===== src/rtl/mips_forward_mem_store_queue_pkg.sv =====
// Shared types and helpers for the MEM-stage store queue with load forwarding.
package mips_forward_mem_store_queue_pkg;

  localparam int SQ_WORD_WIDTH = 32;
  localparam int SQ_MASK_WIDTH = SQ_WORD_WIDTH / 8;

  typedef logic [SQ_WORD_WIDTH-1:0] sq_word_t;
  typedef logic [SQ_MASK_WIDTH-1:0] sq_mask_t;

  // One queued store: byte address, data and byte enables.
  typedef struct packed {
    sq_word_t addr;
    sq_word_t data;
    sq_mask_t mask;
  } sq_entry_t;

  // Ceiling log2 for elaboration-time sizing of pointers and counters.
  function automatic int sq_clog2(input int value);
    int result;
    result = 32'sd0;
    for (int i = 0; i < 31; i++) begin
      if ((32'sd1 <<< i) < value) begin
        result = i + 32'sd1;
      end
    end
    return result;
  endfunction

endpackage


===== src/rtl/mips_forward_mem_store_queue_match.sv =====
// Byte-granular match of a load against the queued stores. Entries arrive in
// age order (index 0 = oldest), so a later match simply overrides an earlier one.
module mips_forward_mem_store_queue_match #(
  parameter int DEPTH      = 4,
  parameter int WORD_WIDTH = 32,
  parameter int MASK_WIDTH = WORD_WIDTH / 8
) (
  input  logic [DEPTH-1:0]                 entry_valid,
  input  logic [DEPTH-1:0][WORD_WIDTH-3:0] entry_word,
  input  logic [DEPTH-1:0][WORD_WIDTH-1:0] entry_data,
  input  logic [DEPTH-1:0][MASK_WIDTH-1:0] entry_mask,
  input  logic [WORD_WIDTH-3:0]            ld_word,
  input  logic [MASK_WIDTH-1:0]            ld_mask,
  output logic [MASK_WIDTH-1:0]            supplied,
  output logic [WORD_WIDTH-1:0]            merged
);

  logic [DEPTH-1:0][MASK_WIDTH-1:0] byte_match_s;

  // Per-entry vector of requested bytes that this entry can supply.
  always_comb begin
    byte_match_s = {(DEPTH*MASK_WIDTH){1'b0}};
    for (int k = 0; k < DEPTH; k++) begin
      byte_match_s[k] = (entry_valid[k] && (entry_word[k] == ld_word))
                        ? (entry_mask[k] & ld_mask) : {MASK_WIDTH{1'b0}};
    end
  end

  // Youngest-wins byte select: walk oldest to youngest, last match sticks.
  always_comb begin
    supplied = {MASK_WIDTH{1'b0}};
    merged   = {WORD_WIDTH{1'b0}};
    for (int k = 0; k < DEPTH; k++) begin
      for (int b = 0; b < MASK_WIDTH; b++) begin
        supplied[b]      = supplied[b] | byte_match_s[k][b];
        merged[b*8 +: 8] = byte_match_s[k][b] ? entry_data[k][b*8 +: 8] : merged[b*8 +: 8];
      end
    end
  end

endmodule


===== src/rtl/mips_forward_mem_store_queue.sv =====
// MEM-stage store queue: circular buffer drained to data memory in order, with
// combinational store-to-load forwarding (or stall when forwarding is disabled).
module mips_forward_mem_store_queue
  import mips_forward_mem_store_queue_pkg::*;
#(
  parameter int DEPTH      = 4,
  parameter int DIRECT     = 1,
  parameter int WORD_WIDTH = 32,
  parameter int MASK_WIDTH = WORD_WIDTH / 8,
  parameter int CNT_W      = sq_clog2(DEPTH) + 1
) (
  input  logic                  clock,
  input  logic                  reset_n,
  input  logic                  enq_valid,
  output logic                  enq_ready,
  input  logic [WORD_WIDTH-1:0] enq_addr,
  input  logic [WORD_WIDTH-1:0] enq_data,
  input  logic [MASK_WIDTH-1:0] enq_mask,
  output logic                  drain_valid,
  input  logic                  drain_ready,
  output logic [WORD_WIDTH-1:0] drain_addr,
  output logic [WORD_WIDTH-1:0] drain_data,
  output logic [MASK_WIDTH-1:0] drain_mask,
  input  logic                  ld_valid,
  input  logic [WORD_WIDTH-1:0] ld_addr,
  input  logic [MASK_WIDTH-1:0] ld_mask,
  output logic                  ld_hit,
  output logic [WORD_WIDTH-1:0] ld_data,
  output logic                  ld_stall,
  output logic [CNT_W-1:0]      count,
  output logic                  full,
  output logic                  empty
);

  localparam int PTR_W = CNT_W - 1;

  logic [PTR_W-1:0]      head_r;
  logic [PTR_W-1:0]      tail_r;
  logic [CNT_W-1:0]      count_r;
  logic [WORD_WIDTH-1:0] mem_addr_r [DEPTH];
  logic [WORD_WIDTH-1:0] mem_data_r [DEPTH];
  logic [MASK_WIDTH-1:0] mem_mask_r [DEPTH];

  logic                  full_s;
  logic                  empty_s;
  logic                  enq_fire_s;
  logic                  drain_fire_s;
  logic [PTR_W-1:0]      slot_s;
  logic [DEPTH-1:0]                 age_valid_s;
  logic [DEPTH-1:0][WORD_WIDTH-3:0] age_word_s;
  logic [DEPTH-1:0][WORD_WIDTH-1:0] age_data_s;
  logic [DEPTH-1:0][MASK_WIDTH-1:0] age_mask_s;
  logic [MASK_WIDTH-1:0] supplied_s;
  logic [WORD_WIDTH-1:0] merged_s;
  logic                  ld_offset_unused_s;

  assign full_s       = (count_r == CNT_W'(DEPTH));
  assign empty_s      = (count_r == {CNT_W{1'b0}});
  assign enq_fire_s   = enq_valid && !full_s;
  assign drain_fire_s = !empty_s && drain_ready;

  assign enq_ready   = !full_s;
  assign drain_valid = !empty_s;
  assign full        = full_s;
  assign empty       = empty_s;
  assign count       = count_r;
  assign drain_addr  = mem_addr_r[head_r];
  assign drain_data  = mem_data_r[head_r];
  assign drain_mask  = mem_mask_r[head_r];

  // Byte offset is irrelevant to word-granular forwarding.
  assign ld_offset_unused_s = ^ld_addr[1:0];

  // Pointer and occupancy state; reset discards every queued entry.
  always_ff @(posedge clock or negedge reset_n) begin
    if (!reset_n) begin
      head_r  <= {PTR_W{1'b0}};
      tail_r  <= {PTR_W{1'b0}};
      count_r <= {CNT_W{1'b0}};
    end else begin
      if (enq_fire_s) begin
        tail_r <= tail_r + PTR_W'(1'b1);
      end
      if (drain_fire_s) begin
        head_r <= head_r + PTR_W'(1'b1);
      end
      case ({enq_fire_s, drain_fire_s})
        2'b10:   count_r <= count_r + CNT_W'(1'b1);
        2'b01:   count_r <= count_r - CNT_W'(1'b1);
        default: count_r <= count_r;
      endcase
    end
  end

  // Entry storage is written at the tail; contents need no reset.
  always_ff @(posedge clock) begin
    if (enq_fire_s) begin
      mem_addr_r[tail_r] <= enq_addr;
      mem_data_r[tail_r] <= enq_data;
      mem_mask_r[tail_r] <= enq_mask;
    end
  end

  // Rotate storage into age order; validity comes from head and occupancy only.
  always_comb begin
    slot_s      = {PTR_W{1'b0}};
    age_valid_s = {DEPTH{1'b0}};
    age_word_s  = {(DEPTH*(WORD_WIDTH-2)){1'b0}};
    age_data_s  = {(DEPTH*WORD_WIDTH){1'b0}};
    age_mask_s  = {(DEPTH*MASK_WIDTH){1'b0}};
    for (int k = 0; k < DEPTH; k++) begin
      slot_s         = head_r + PTR_W'(k);
      age_valid_s[k] = (CNT_W'(k) < count_r);
      age_word_s[k]  = mem_addr_r[slot_s][WORD_WIDTH-1:2];
      age_data_s[k]  = mem_data_r[slot_s];
      age_mask_s[k]  = mem_mask_r[slot_s];
    end
  end

  mips_forward_mem_store_queue_match #(
    .DEPTH      (DEPTH),
    .WORD_WIDTH (WORD_WIDTH),
    .MASK_WIDTH (MASK_WIDTH)
  ) u_match (
    .entry_valid (age_valid_s),
    .entry_word  (age_word_s),
    .entry_data  (age_data_s),
    .entry_mask  (age_mask_s),
    .ld_word     (ld_addr[WORD_WIDTH-1:2]),
    .ld_mask     (ld_mask),
    .supplied    (supplied_s),
    .merged      (merged_s)
  );

  // Load resolution: full cover forwards, partial cover (or any cover without forwarding) stalls.
  always_comb begin
    ld_hit   = 1'b0;
    ld_stall = 1'b0;
    ld_data  = {WORD_WIDTH{1'b0}};
    if (!ld_valid || (ld_mask == {MASK_WIDTH{1'b0}}) || (supplied_s == {MASK_WIDTH{1'b0}})) begin
      ld_hit = 1'b0;
    end else if ((DIRECT != 0) && (supplied_s == ld_mask)) begin
      ld_hit  = 1'b1;
      ld_data = merged_s;
    end else begin
      ld_stall = 1'b1;
    end
  end

endmodule


===== config.mk =====
export PLATFORM = sky130hd
export DESIGN_NAME = mips_forward_mem_store_queue
export DESIGN_NICKNAME = d
export VERILOG_FILES = /design/src/rtl/mips_forward_mem_store_queue_pkg.sv /design/src/rtl/mips_forward_mem_store_queue_match.sv /design/src/rtl/mips_forward_mem_store_queue.sv
export SDC_FILE = /design/constraint.sdc
export NUM_CORES = 1
export LEC_CHECK = 0
export CORE_MARGIN = 2
export CORE_UTILIZATION = 45
export CTS_CLUSTER_DIAMETER = 120
export DETAILED_ROUTE_END_ITERATION = 8
export GPL_TIMING_DRIVEN = 0
export PLACE_DENSITY = 0.67
export SLEW_MARGIN = 20
export SYNTH_ARGS = -nofsm -noshare
export SYNTH_HDL_FRONTEND = slang
export SYNTH_SLANG_ARGS = --single-unit
export TNS_END_PERCENT = 20

===== constraint.sdc =====
create_clock -name clock -period 5.8 [get_ports clock]
set_input_delay 1.16 -clock clock [delete_from_list [all_inputs] [get_ports clock]]
set_output_delay 1.16 -clock clock [all_outputs]
set_load 0.02 [all_outputs]

=== Word level (Yosys, flattened, before mapping) ===
Memories as Yosys holds them, arrays and structs flattened.
Index checks and enable logic that the tools add are counted.

* Bits in registers: 7
* Bits in latches: 0
* Memory bits (writable): 272
* ROM bits: 0
* Input bits: 109
* Word-level logic and storage cells: 84
* Memories kept: 3

* Add/sub/neg operators: 6
* Multiply operators: 0
* Divide/modulo/power cells: 0
* Order comparisons: 4
* Eq/ne operators: 8
* Shifts and indexed selects: 0
* Muxes and demuxes: 29
* Bitwise operators: 16
* Reduce and logical (&&, ||, !) cells: 15

{| class="wikitable"
|+ Memories
! memory !! depth !! width !! rd ports !! clocked after memory_dff !! wr ports !! RTL line !! text
|-
| mem_addr_r || 4 || 32 || 4 || 0 || 1 || mips_forward_mem_store_queue.sv:40 || <nowiki>logic [WORD_WIDTH-1:0] mem_addr_r [DEPTH];</nowiki>
|-
| mem_data_r || 4 || 32 || 4 || 0 || 1 || mips_forward_mem_store_queue.sv:41 || <nowiki>logic [WORD_WIDTH-1:0] mem_data_r [DEPTH];</nowiki>
|-
| mem_mask_r || 4 || 4 || 4 || 0 || 1 || mips_forward_mem_store_queue.sv:42 || <nowiki>logic [MASK_WIDTH-1:0] mem_mask_r [DEPTH];</nowiki>
|}

{| class="wikitable"
|+ Operator list
! cell !! count
|-
| two-way mux 8 bit || 16
|-
| == test 30 bit || 4
|-
| two-way mux 32 bit || 2
|-
| AND 4 bit || 4
|-
| two-way mux 4 bit || 4
|-
| OR 1 bit || 12
|-
| zero test 4 bit || 2
|-
| logical AND 1 bit || 6
|-
| less-than comparator 1 x 3 -> 1 bit (first input constant) || 2
|-
| less-than comparator 2 x 3 -> 1 bit (first input constant) || 2
|-
| two-way mux 1 bit || 6
|-
| one-hot mux 3 bit (2 select lines) || 1
|-
| adder 2 x 1 -> 2 bit (second input constant) || 2
|-
| adder 2 bit (second input constant) || 2
|-
| == test 4 bit || 1
|-
| adder 3 x 1 -> 3 bit (second input constant) || 1
|-
| == test 3 bit (second input constant) || 1
|-
| zero test 1 bit || 3
|-
| zero test 3 bit || 1
|-
| subtractor 3 x 1 -> 3 bit (second input constant) || 1
|-
| == test 2 x 1 -> 1 bit (second input constant) || 1
|-
| == test 2 bit (second input constant) || 1
|-
| logical OR 1 bit || 2
|-
| nonzero test 2 bit || 1
|}

=== Depth between registers and ports, before layout ===
Gate-level depths: netlist (run 1).
An unclocked memory read counts as a cell.

* Depth after elaboration: 11
* Mapped depth: 18
* Mapped depth without buffers: 11

=== By module ===
A second synthesis (run 1) with hierarchy kept.

* Cell total of the unflattened synthesis: 1,147
* Area, all modules: 19,119.6 µm²

{| class="wikitable"
|+ Modules (own cells, without submodules)
! module !! times used !! cells each !! area each (µm²) !! sequential area each (µm²)
|-
| mips_forward_mem_store_queue || 1 || 766 || 16,261.8 || 8,343.0
|-
| mips_forward_mem_store_queue_match || 1 || 381 || 2,857.7 || 0.0
|}

=== Worst setup path after synthesis (run 1) ===
No wires, ideal clock.

* Path type: input port to output port
* Start point: input port ld_addr[23]
* End point: output port ld_data[7]
* Data arrival time: 4.356 ns
* Data required time: 4.640 ns
* Path slack: 0.284 ns
* Stages on the path: 11
* Buffers on the path: 2
* Cells stage by stage: clkbuf_1 a221oi_1 a21oi_1 or4_1 nor4_2 and3_1 clkbuf_2 a2111oi_0 a41oi_2 nand4_4 a2111oi_1

* Word-level cells in the longest chain between the ends: 9
* Elaborated cells between the ends (all ways): 33
* Those cells by class: eq/ne: 5; mux: 10; bitwise: 12; reduce/logical: 6

{| class="wikitable"
|+ Ends and longest elaborated chain
! element !! RTL line !! text
|-
| from (decl) || mips_forward_mem_store_queue.sv:25 || <nowiki>input logic [WORD_WIDTH-1:0] ld_addr,</nowiki>
|-
| == test 30 bit || mips_forward_mem_store_queue_match.sv:24 || <nowiki>byte_match_s[k] = (entry_valid[k] && (entry_word[k] == ld_word))</nowiki>
|-
| logical AND 1 bit || mips_forward_mem_store_queue_match.sv:24 ||
|-
| two-way mux 4 bit || mips_forward_mem_store_queue_match.sv:25 || <nowiki>? (entry_mask[k] & ld_mask) : {MASK_WIDTH{1'b0}};</nowiki>
|-
| OR 1 bit / two-way mux 8 bit (equally long branches) (3 in a row) || mips_forward_mem_store_queue_match.sv:35, mips_forward_mem_store_queue_match.sv:36 ||
|-
| == test 4 bit, or another cell as far along || mips_forward_mem_store_queue.sv:142 || <nowiki>end else if ((DIRECT != 0) && (supplied_s == ld_mask)) begin</nowiki>
|-
| two-way mux 32 bit / logical OR 1 bit (equally long branches) || mips_forward_mem_store_queue.sv:142, mips_forward_mem_store_queue.sv:140 ||
|-
| two-way mux 32 bit * || mips_forward_mem_store_queue.sv:140 || <nowiki>if (!ld_valid || (ld_mask == {MASK_WIDTH{1'b0}}) || (supplied_s == {MASK_WIDTH{1'b0}})) begin</nowiki>
|-
| to (decl) || mips_forward_mem_store_queue.sv:28 || <nowiki>output logic [WORD_WIDTH-1:0] ld_data,</nowiki>
|}

Every way passes the cells marked *; elsewhere a longest branch is shown, timed or not.

=== Final worst setup path (run 1) ===
* Start point: register head_r[1]
* End point: output port ld_data[19]

* Word-level cells in the longest chain between the ends: 11
* Elaborated cells between the ends (all ways): 43
* Those cells by class: add/sub: 3; eq/ne: 5; mux: 10; bitwise: 16; reduce/logical: 6; memory: 3

{| class="wikitable"
|+ Ends and longest elaborated chain
! element !! RTL line !! text
|-
| from (decl) || mips_forward_mem_store_queue.sv:37 || <nowiki>logic [PTR_W-1:0] head_r;</nowiki>
|-
| from (signal assigned) || mips_forward_mem_store_queue.sv:77 || <nowiki>head_r <= {PTR_W{1'b0}};</nowiki>
|-
| from (signal assigned) || mips_forward_mem_store_queue.sv:85 || <nowiki>head_r <= head_r + PTR_W'(1'b1);</nowiki>
|-
| adder 2 x 1 -> 2 bit || mips_forward_mem_store_queue.sv:112 || <nowiki>slot_s = head_r + PTR_W'(k);</nowiki>
|-
| memory read (4 x 32 bit) || n/a ||
|-
| == test 30 bit || mips_forward_mem_store_queue_match.sv:24 ||
|-
| logical AND 1 bit || mips_forward_mem_store_queue_match.sv:24 ||
|-
| two-way mux 4 bit || mips_forward_mem_store_queue_match.sv:25 ||
|-
| OR 1 bit (3 in a row) || mips_forward_mem_store_queue_match.sv:35 || <nowiki>supplied[b] = supplied[b] | byte_match_s[k][b];</nowiki>
|-
| == test 4 bit / zero test 4 bit (equally long branches) || mips_forward_mem_store_queue.sv:142, mips_forward_mem_store_queue.sv:140 ||
|-
| two-way mux 32 bit / logical OR 1 bit (equally long branches) || mips_forward_mem_store_queue.sv:142, mips_forward_mem_store_queue.sv:140 ||
|-
| two-way mux 32 bit * || mips_forward_mem_store_queue.sv:140 ||
|}

Marks and branches as above.

==> results of run 1 <==
## synthesized netlist by cell type, types with 10 or more instances
master     number  share of area [%]
edfxtp_1      272                 45
mux2i_1       229                 13
xnor2_1       103                5.0
nand2_1       100                2.1
mux2_2         67                4.2
nor2_1         65                1.4
clkbuf_1       53                1.1
mux4_2         52                6.5
a21oi_1        41                1.1
nor3_1         33               0.91
a221oi_1       32                1.6
nand3_1        31               0.86
buf_2          28               0.78
o21ai_0        28               0.78
inv_1          22               0.46
and2_1         19               0.66
a211oi_1       15               0.62
nor4_1         15               0.52
nand4_1        14               0.48
a31oi_1        12               0.42
and3_1         12               0.42
a2111oi_0      11               0.53
a221oi_2       11               0.91
xor2_1         11               0.53
buf_1          10               0.21
## area by class of cell
class	instances	area (um2)	area share, %
timing repair buffer	259	2570	10.8
tap	525	657	2.77
antenna	4	10.0	0.0422
clock inverter	20	199	0.839
buffer	118	1030	4.34
sequential	279	8340	35.2
inverter	22	82.6	0.348
clock buffer	41	898	3.79
multi-input combinational	1041	9920	41.8
## per-stage QoR
step	util [%]	power [mW]
4_1_cts	58.1	12.4
2_1_floorplan	-	7.26
3_3_place_gp	52.0	9.74
5_1_grt	59.8	13.4
3_5_place_dp	52.3	9.78
6_report	59.8	12.9
## state kept, by name (all words and copies together), names as in the netlist
| name | cells |
|---|---|
| mem_data_r | 128 |
| mem_addr_r | 128 |
| tail_r | 2 |
| count | 3 |
| head_r | 2 |
| mem_mask_r | 16 |
## worst max path at each step
stage | endpoint | slack, ps | cells after the start | from
2_1_floorplan | ld_data[7] | 280 | 11 | ld_addr[23]
3_3_place_gp | ld_data[13] | -1830 | 12 | ld_addr[28]
3_5_place_dp | ld_data[13] | -1620 | 15 | head_r[0]$_DFFE_PN0P_
4_1_cts | ld_data[19] | -250 | 21 | head_r[1]$_DFFE_PN0P_
5_1_grt | ld_data[19] | -390 | 21 | head_r[1]$_DFFE_PN0P_
6_report | ld_data[19] | -320 | 20 | head_r[1]$_DFFE_PN0P_
## power by group through the flow
| stage | Combinational, mW | Sequential, mW | Clock, mW |
|---|---|---|---|
| after CTS | 7.38 | 2.90 | 2.14 |
| after global placement | 6.78 | 2.96 | 0 |
| after detailed placement | 6.85 | 2.93 | 0 |
| after floorplan | 4.37 | 2.89 | 0 |
| after global routing | 8.19 | 2.95 | 2.22 |
| final | 7.90 | 2.91 | 2.12 |
## routing by layer
layer | GRT usage, % | vias to the layer above
met5 | 0 | -
met4 | 13.8 | 6
met3 | 7.33 | 178
met2 | 51.4 | 896
met1 | 41.7 | 7564
li1 | - | 6336
## repair_timing
action	CTS	global route
gates cloned	2	0
buffers inserted	46	16
pin swaps	37	25
hold buffers	0	0
setup endpoints to repair	77	57
hold endpoints to repair	0	0
gates resized for setup	370	116
## critical path, stage by stage, from the launching register on
cell       delay (ps)
dfrtp_1           390
buf_8             150
buf_12            150
buf_16            140
buf_12            130
buf_16            150
buf_12            150
mux4_2            350
xnor2_4           230
nand4_1           190
nor4_4            300
o2111ai_4         270
buf_6             200
nor2_4             90
and3b_2           250
a41oi_4           220
nand4_4           190
buf_12            200
buf_16            150
a311oi_4          330
buf_6             170
## kinds of logic after synthesis
kind of cell             count (synthesis)
multiplexers                           349
AND/OR/NAND/NOR                        327
flip-flops                             279
AO/OA/AOI/OAI                          242
buffers and inverters                  141
XOR/XNOR                               114
adder cells (fa/ha/maj)                  9
==> impl_metrics.csv, run 1 <==
group,metric,value,unit
cts,clk_pin_slew,60,ps
timing,fin_crit,6120,ps
cells_and_area,final_common_cell,"edfxtp_1",
floorplan,start_util,45.6,%
power,powerDensity,546,nW/um2
drt,via_per_inst,6.49,
drt,wl_per_cell,29.4,um
placement,gp_routability_congestion,0.977,
cts,clk_path_buf_depth,3,
logic_synthesis,synthAdderAreaFrac,0.623,%
cells_and_area,drive_gt1_share,27.6,%
hold_path,hold_path_end,"tail_r[0]$_DFFE_PN0P_",
cts,cts_sinks,279,
timing,max_freq,163,MHz
cells_and_area,final_cell_mix,"272 x edfxtp_1, 201 x mux2i_1, 156 x clkdlybuf4s50_1",
logic_synthesis,ys_types,80,
timing,max-slew-margin-rel,35.4,%
drt,routed.top_layer,"met5",
logic_synthesis,ys.warnings.count,0,
timing,hold_ws,632,ps
cts,tritoncts,"yes",
job,drv_cap,0,
outcome,status,"complete, but fails checks",
hold_path,min_from,"tail_r[0]$_DFFE_PN0P_",
floorplan,die-height,204,um
floorplan,dieArea,41800,um2
power,p_leak,8.44,nW
power,seqPwrFrac,22.5,%
placement,io_buffers,191,
critical_path,cp.required,4640,ps
power,p_sw_share,43.8,%
power,power.combinational.fraction,61.1,%
logic_synthesis,synth_compound_area_share,10.5,%
timing,setup_ws,-320,ps
critical_path,timing.rr.end,"head_r[1]$_DFFE_PN0P_",
logic_synthesis,ys_seq_area_share,46.2,%
grt,grt_max_degree,39,
grt,grt_pass1_wl,97600,um
timing,final_max_slew_viol_count,0,
grt,overflow,0,
logic_synthesis,synth_ff_type,"edfxtp_1",
logic_synthesis,avgSynthCellArea,12.4,um2
grt,grt_pass1_vias,14900,
cells_and_area,nFillCells,3198,
floorplan,die_w,204,um
drt,wl_met2,31900,um
outcome,violations,"negative setup slack",
drt,drt-total-wl,67900,um
logic_synthesis,synth-edff-count,272,
logic_synthesis,syn_inst,1461,
drt,drt_iter0_drc,1648,
critical_path,r2r_start,"head_r[0]$_DFFE_PN0P_",
drt,vias,15000,
logic_synthesis,async_flop_share,2.51,%
logic_synthesis,synth_seq_cells,279,
grt,antenna_found_initial,8,
critical_path,reg2reg_depth,12,
timing,setup_violations,33,
floorplan,num_rows,73,
critical_path,critPathLaunchType,"register",
power,peakVddDrop,0.000323,V
timing,worstMarginPinSlew,956,ps
timing,tns,-6830,ps
logic_synthesis,synth_top_family_by_area,"multiplexers",
drt,first_pass_iters,8,
placement,postPlaceCellArea,20700,um2
drt,ant_nets,0,
drt,wl_met3,6390,um
placement,dpl.hpwl,47500,um
cells_and_area,finalInstanceArea,23700,um2
power,p_int,7.27,mW
cells_and_area,finalNonFillerCells,2309,
floorplan,design.core.area,39600,um2
placement,pre_cts_ws,-1620,ps
cts,cts_max_level,2,
timing,finClkSkew,26.9,ps
critical_path,crit_path_end_kind,"output port",
drt,drc,0,
critical_path,criticalPathCategory,"reg2out",
cts,clk-insertion-delay-late,570,ps
power,pwr-share-clk,16.4,%
logic_synthesis,yosys.area_share.xor_xnor,5.53,%
cts,cts_made_buffers,34,
floorplan,num_io_pins,218,
grt,grt_usage,32.1,%
logic_synthesis,synthMuxAreaShare,23.4,%
timing,hold_viol,0,
cells_and_area,fin_nets,1873,
hold_path,hold_class,"reg2reg",
cells_and_area,syn_to_final_growth,31.2,%
timing,min_period_over_period,106,%
logic_synthesis,synth_nets,1579,
hold_path,min_path_cells,2,
placement,placed_cells,2181,
timing,rsz0062_at_grt,"yes",
power,switchingPower,5.66,mW
critical_path,critical_path_arrival,4960,ps
drt,met1_length,27000,um
logic_synthesis,syn_area,18100,um2
critical_path,crit_path_max_fanout,6,
logic_synthesis,synthSimpleGateAreaFrac,9.20,%
cts,cts-root-buf,"clkbuf_16",
critical_path,r2r_slack,2520,ps
Note: power is estimated with default switching activity, not from simulation.
==> run 2, diff against run 1 <==
CORE_UTILIZATION = 40   (was 45)
PLACE_DENSITY = not set   (was 0.67)
==> run 2 against run 1 <==
Net effect:
- the flow still finishes with violations (negative setup slack)
- sequential power about the same
- final cell count up 3.7%
- wire length up 1.8%
- setup slack better by 140 ps
- core utilization down 5.4 points
- fmax up 2.4%
- worst hold slack better by 13 ps
- flip-flop and latch count unchanged
- sequential share of layout area down 0.63 points
- register-to-register slack worse by 70 ps
- first-iteration DRC count up 0.12%
- critical endpoint is now ld_data[11]
- largest cell class unchanged
- highest routed layer unchanged
==> impl_metrics.csv, run 2 (synthesis results as in run 1) <==
group,metric,value,unit
cts,clk-insertion-delay-late,560,ps
drt,first_pass_iters,8,
timing,fin_crit,5970,ps
cells_and_area,final_cell_mix,"272 x edfxtp_1, 201 x mux2i_1, 156 x clkdlybuf4s50_1",
cts,cts-root-buf,"clkbuf_16",
grt,overflow,0,
drt,drt-total-wl,69100,um
timing,rsz0062_at_grt,"yes",
critical_path,r2r_start,"head_r[0]$_DFFE_PN0P_",
floorplan,dieArea,46900,um2
cts,tritoncts,"yes",
hold_path,hold_path_end,"tail_r[1]$_DFFE_PN0P_",
outcome,status,"complete, but fails checks",
critical_path,cp.required,4640,ps
cells_and_area,final_common_cell,"edfxtp_1",
floorplan,num_io_pins,218,
drt,ant_nets,0,
cts,clk_pin_slew,60,ps
cts,cts_sinks,279,
placement,postPlaceCellArea,20900,um2
cells_and_area,fin_nets,1890,
critical_path,critPathLaunchType,"register",
cells_and_area,finalInstanceArea,24100,um2
critical_path,crit_top_cell,"buf_12",
critical_path,criticalPathCategory,"reg2out",
grt,grt_usage,28.4,%
grt,grt_pass1_wl,98000,um
drt,via_per_inst,6.24,
grt,grt_max_degree,38,
drt,drc,0,
placement,gp_routability_congestion,0.997,
critical_path,path_cells,"buf_8, buf_12, buf_12, buf_12, buf_16, buf_12, buf_12, mux4_2, xnor2_2, nand4_1, nor4_4, and4b_2, nand2_1, buf_4, nor3_4, a221oi_1, a211oi_4, buf_6",
hold_path,hold_class,"reg2reg",
timing,max_freq,167,MHz
power,peakVddDrop,0.000317,V
job,drv_cap,0,
grt,grt_pass1_vias,14600,
critical_path,crit_path_end_kind,"output port",
timing,min_period_over_period,103,%
critical_path,r2r_slack,2450,ps
cells_and_area,syn_to_final_growth,33.6,%
timing,setup_ws,-175,ps
critical_path,critical_path_arrival,4810,ps
power,powerDensity,543,nW/um2
critical_path,crit_path_max_fanout,10,
floorplan,design.core.area,44400,um2
power,p_leak,8.60,nW
critical_path,crit_path_top_delay_cell,"nor3_4",
critical_path,reg2reg_depth,12,
cts,cts_max_level,2,
placement,dpl.hpwl,48800,um
critical_path,timing.rr.end,"head_r[1]$_DFFE_PN0P_",
hold_path,min_path_cells,2,
floorplan,start_util,40.7,%
timing,finClkSkew,24.0,ps
cells_and_area,drive_gt1_share,28.4,%
floorplan,num_rows,77,
drt,drt_iter0_drc,1650,
outcome,violations,"negative setup slack",
hold_path,min_from,"tail_r[1]$_DFFE_PN0P_",
critical_path,slowest_delay,450,ps
floorplan,die-height,217,um
timing,max-slew-margin-rel,35.2,%
cts,clk_path_buf_depth,3,
drt,wl_per_cell,28.9,um
timing,worstMarginPinSlew,959,ps
timing,setup_violations,33,
cells_and_area,fin_util,54.4,%
floorplan,die_w,217,um
critical_path,crit_family,"simple AND/OR/NAND/NOR gates",
placement,io_buffers,191,
critical_path,path_buf_inv,9,
power,p_total,13.1,mW
timing,final_max_slew_viol_count,0,
critical_path,crit_cells,18,
cts,cts_made_buffers,35,
cells_and_area,largest_registers,"mem_addr_r: 128 flops, mem_data_r: 128 flops, mem_mask_r: 16 flops",
cells_and_area,nFillCells,3784,
drt,vias,14900,
grt,antenna_found_initial,5,
timing,hold_viol,0,
## run 2: cell types whose count changed in the layout (fill, tap and decap cells not counted), moves of 4 or more
cell / delta
a221oi_4: +10
a221oi_2: -9
clkbuf_2: -6
buf_6: +9
xnor2_2: +4
clkbuf_1: +6
clkinv_1: -4
buf_2: +5
nor4_2: -4
nor4_1: +4
## run 2: worst max-delay path by stage
stage	start	end	slack, ps
after global routing	head_r[1]$_DFFE_PN0P_	ld_data[12]	-230
after CTS	head_r[1]$_DFFE_PN0P_	ld_data[12]	-230
after detailed placement	ld_addr[25]	ld_data[12]	-1740
final	head_r[1]$_DFFE_PN0P_	ld_data[11]	-170
after global placement	ld_addr[28]	ld_data[12]	-1900
after floorplan	ld_addr[23]	ld_data[7]	280
## run 2: tightest hold or removal path, cell delays in order, from the launching register on
cell     delay, ps
dfrtp_1        370
inv_1           90
o21ai_0        150
## run 2: power by group
group	internal (mW)	total, mW	switching (mW)
Sequential	2.67	2.90	0.233
Clock	1.31	2.20	0.893
Combinational	3.43	8.00	4.57
## run 2: stage by stage
| step | hold WS [ps] | TNS [ps] | worst slack, ps | cells |
|---|---|---|---|---|
| 2_1_floorplan | 580 | 0 | 284 | 1461 |
| 3_3_place_gp | 601 | -83610 | -1900 | 2244 |
| 3_5_place_dp | 634 | -79640 | -1740 | 2250 |
| 4_1_cts | 641 | -5770 | -233 | 2352 |
| 5_1_grt | 665 | -6390 | -225 | 2394 |
| 6_report | 645 | -3450 | -175 | 2394 |
## run 2: repair_timing
action / CTS / global route
cloned: 1 / 3
pin swaps: 26 / 28
buffers inserted: 38 / 37
resized for setup: 386 / 116
endpoints found under the setup margin: 77 / 54
hold buffers: 0 / 0
## run 2: metal layers
layer  vias to the layer above  routed length (um)  track usage, %  share of wire, %
li1                       6375                   -               -                 -
met1                      7536               28200            37.9                41
met2                       857               32400            46.2                47
met3                       156                5970            5.63               8.6
met4                         4                2540            10.1               3.7
met5                         -                  26               0             0.038
## run 2: layout make-up
cell class / instances / area, um2 / share of cell area [%]
clock buffer: 49 / 970 / 4.02
clock inverter: 15 / 166 / 0.689
tap: 592 / 741 / 3.07
timing repair buffer: 276 / 2810 / 11.6
antenna: 3 / 7.51 / 0.0311
buffer: 117 / 1010 / 4.18
multi-input combinational: 1041 / 10000 / 41.5
inverter: 22 / 86.3 / 0.358
sequential: 279 / 8340 / 34.6
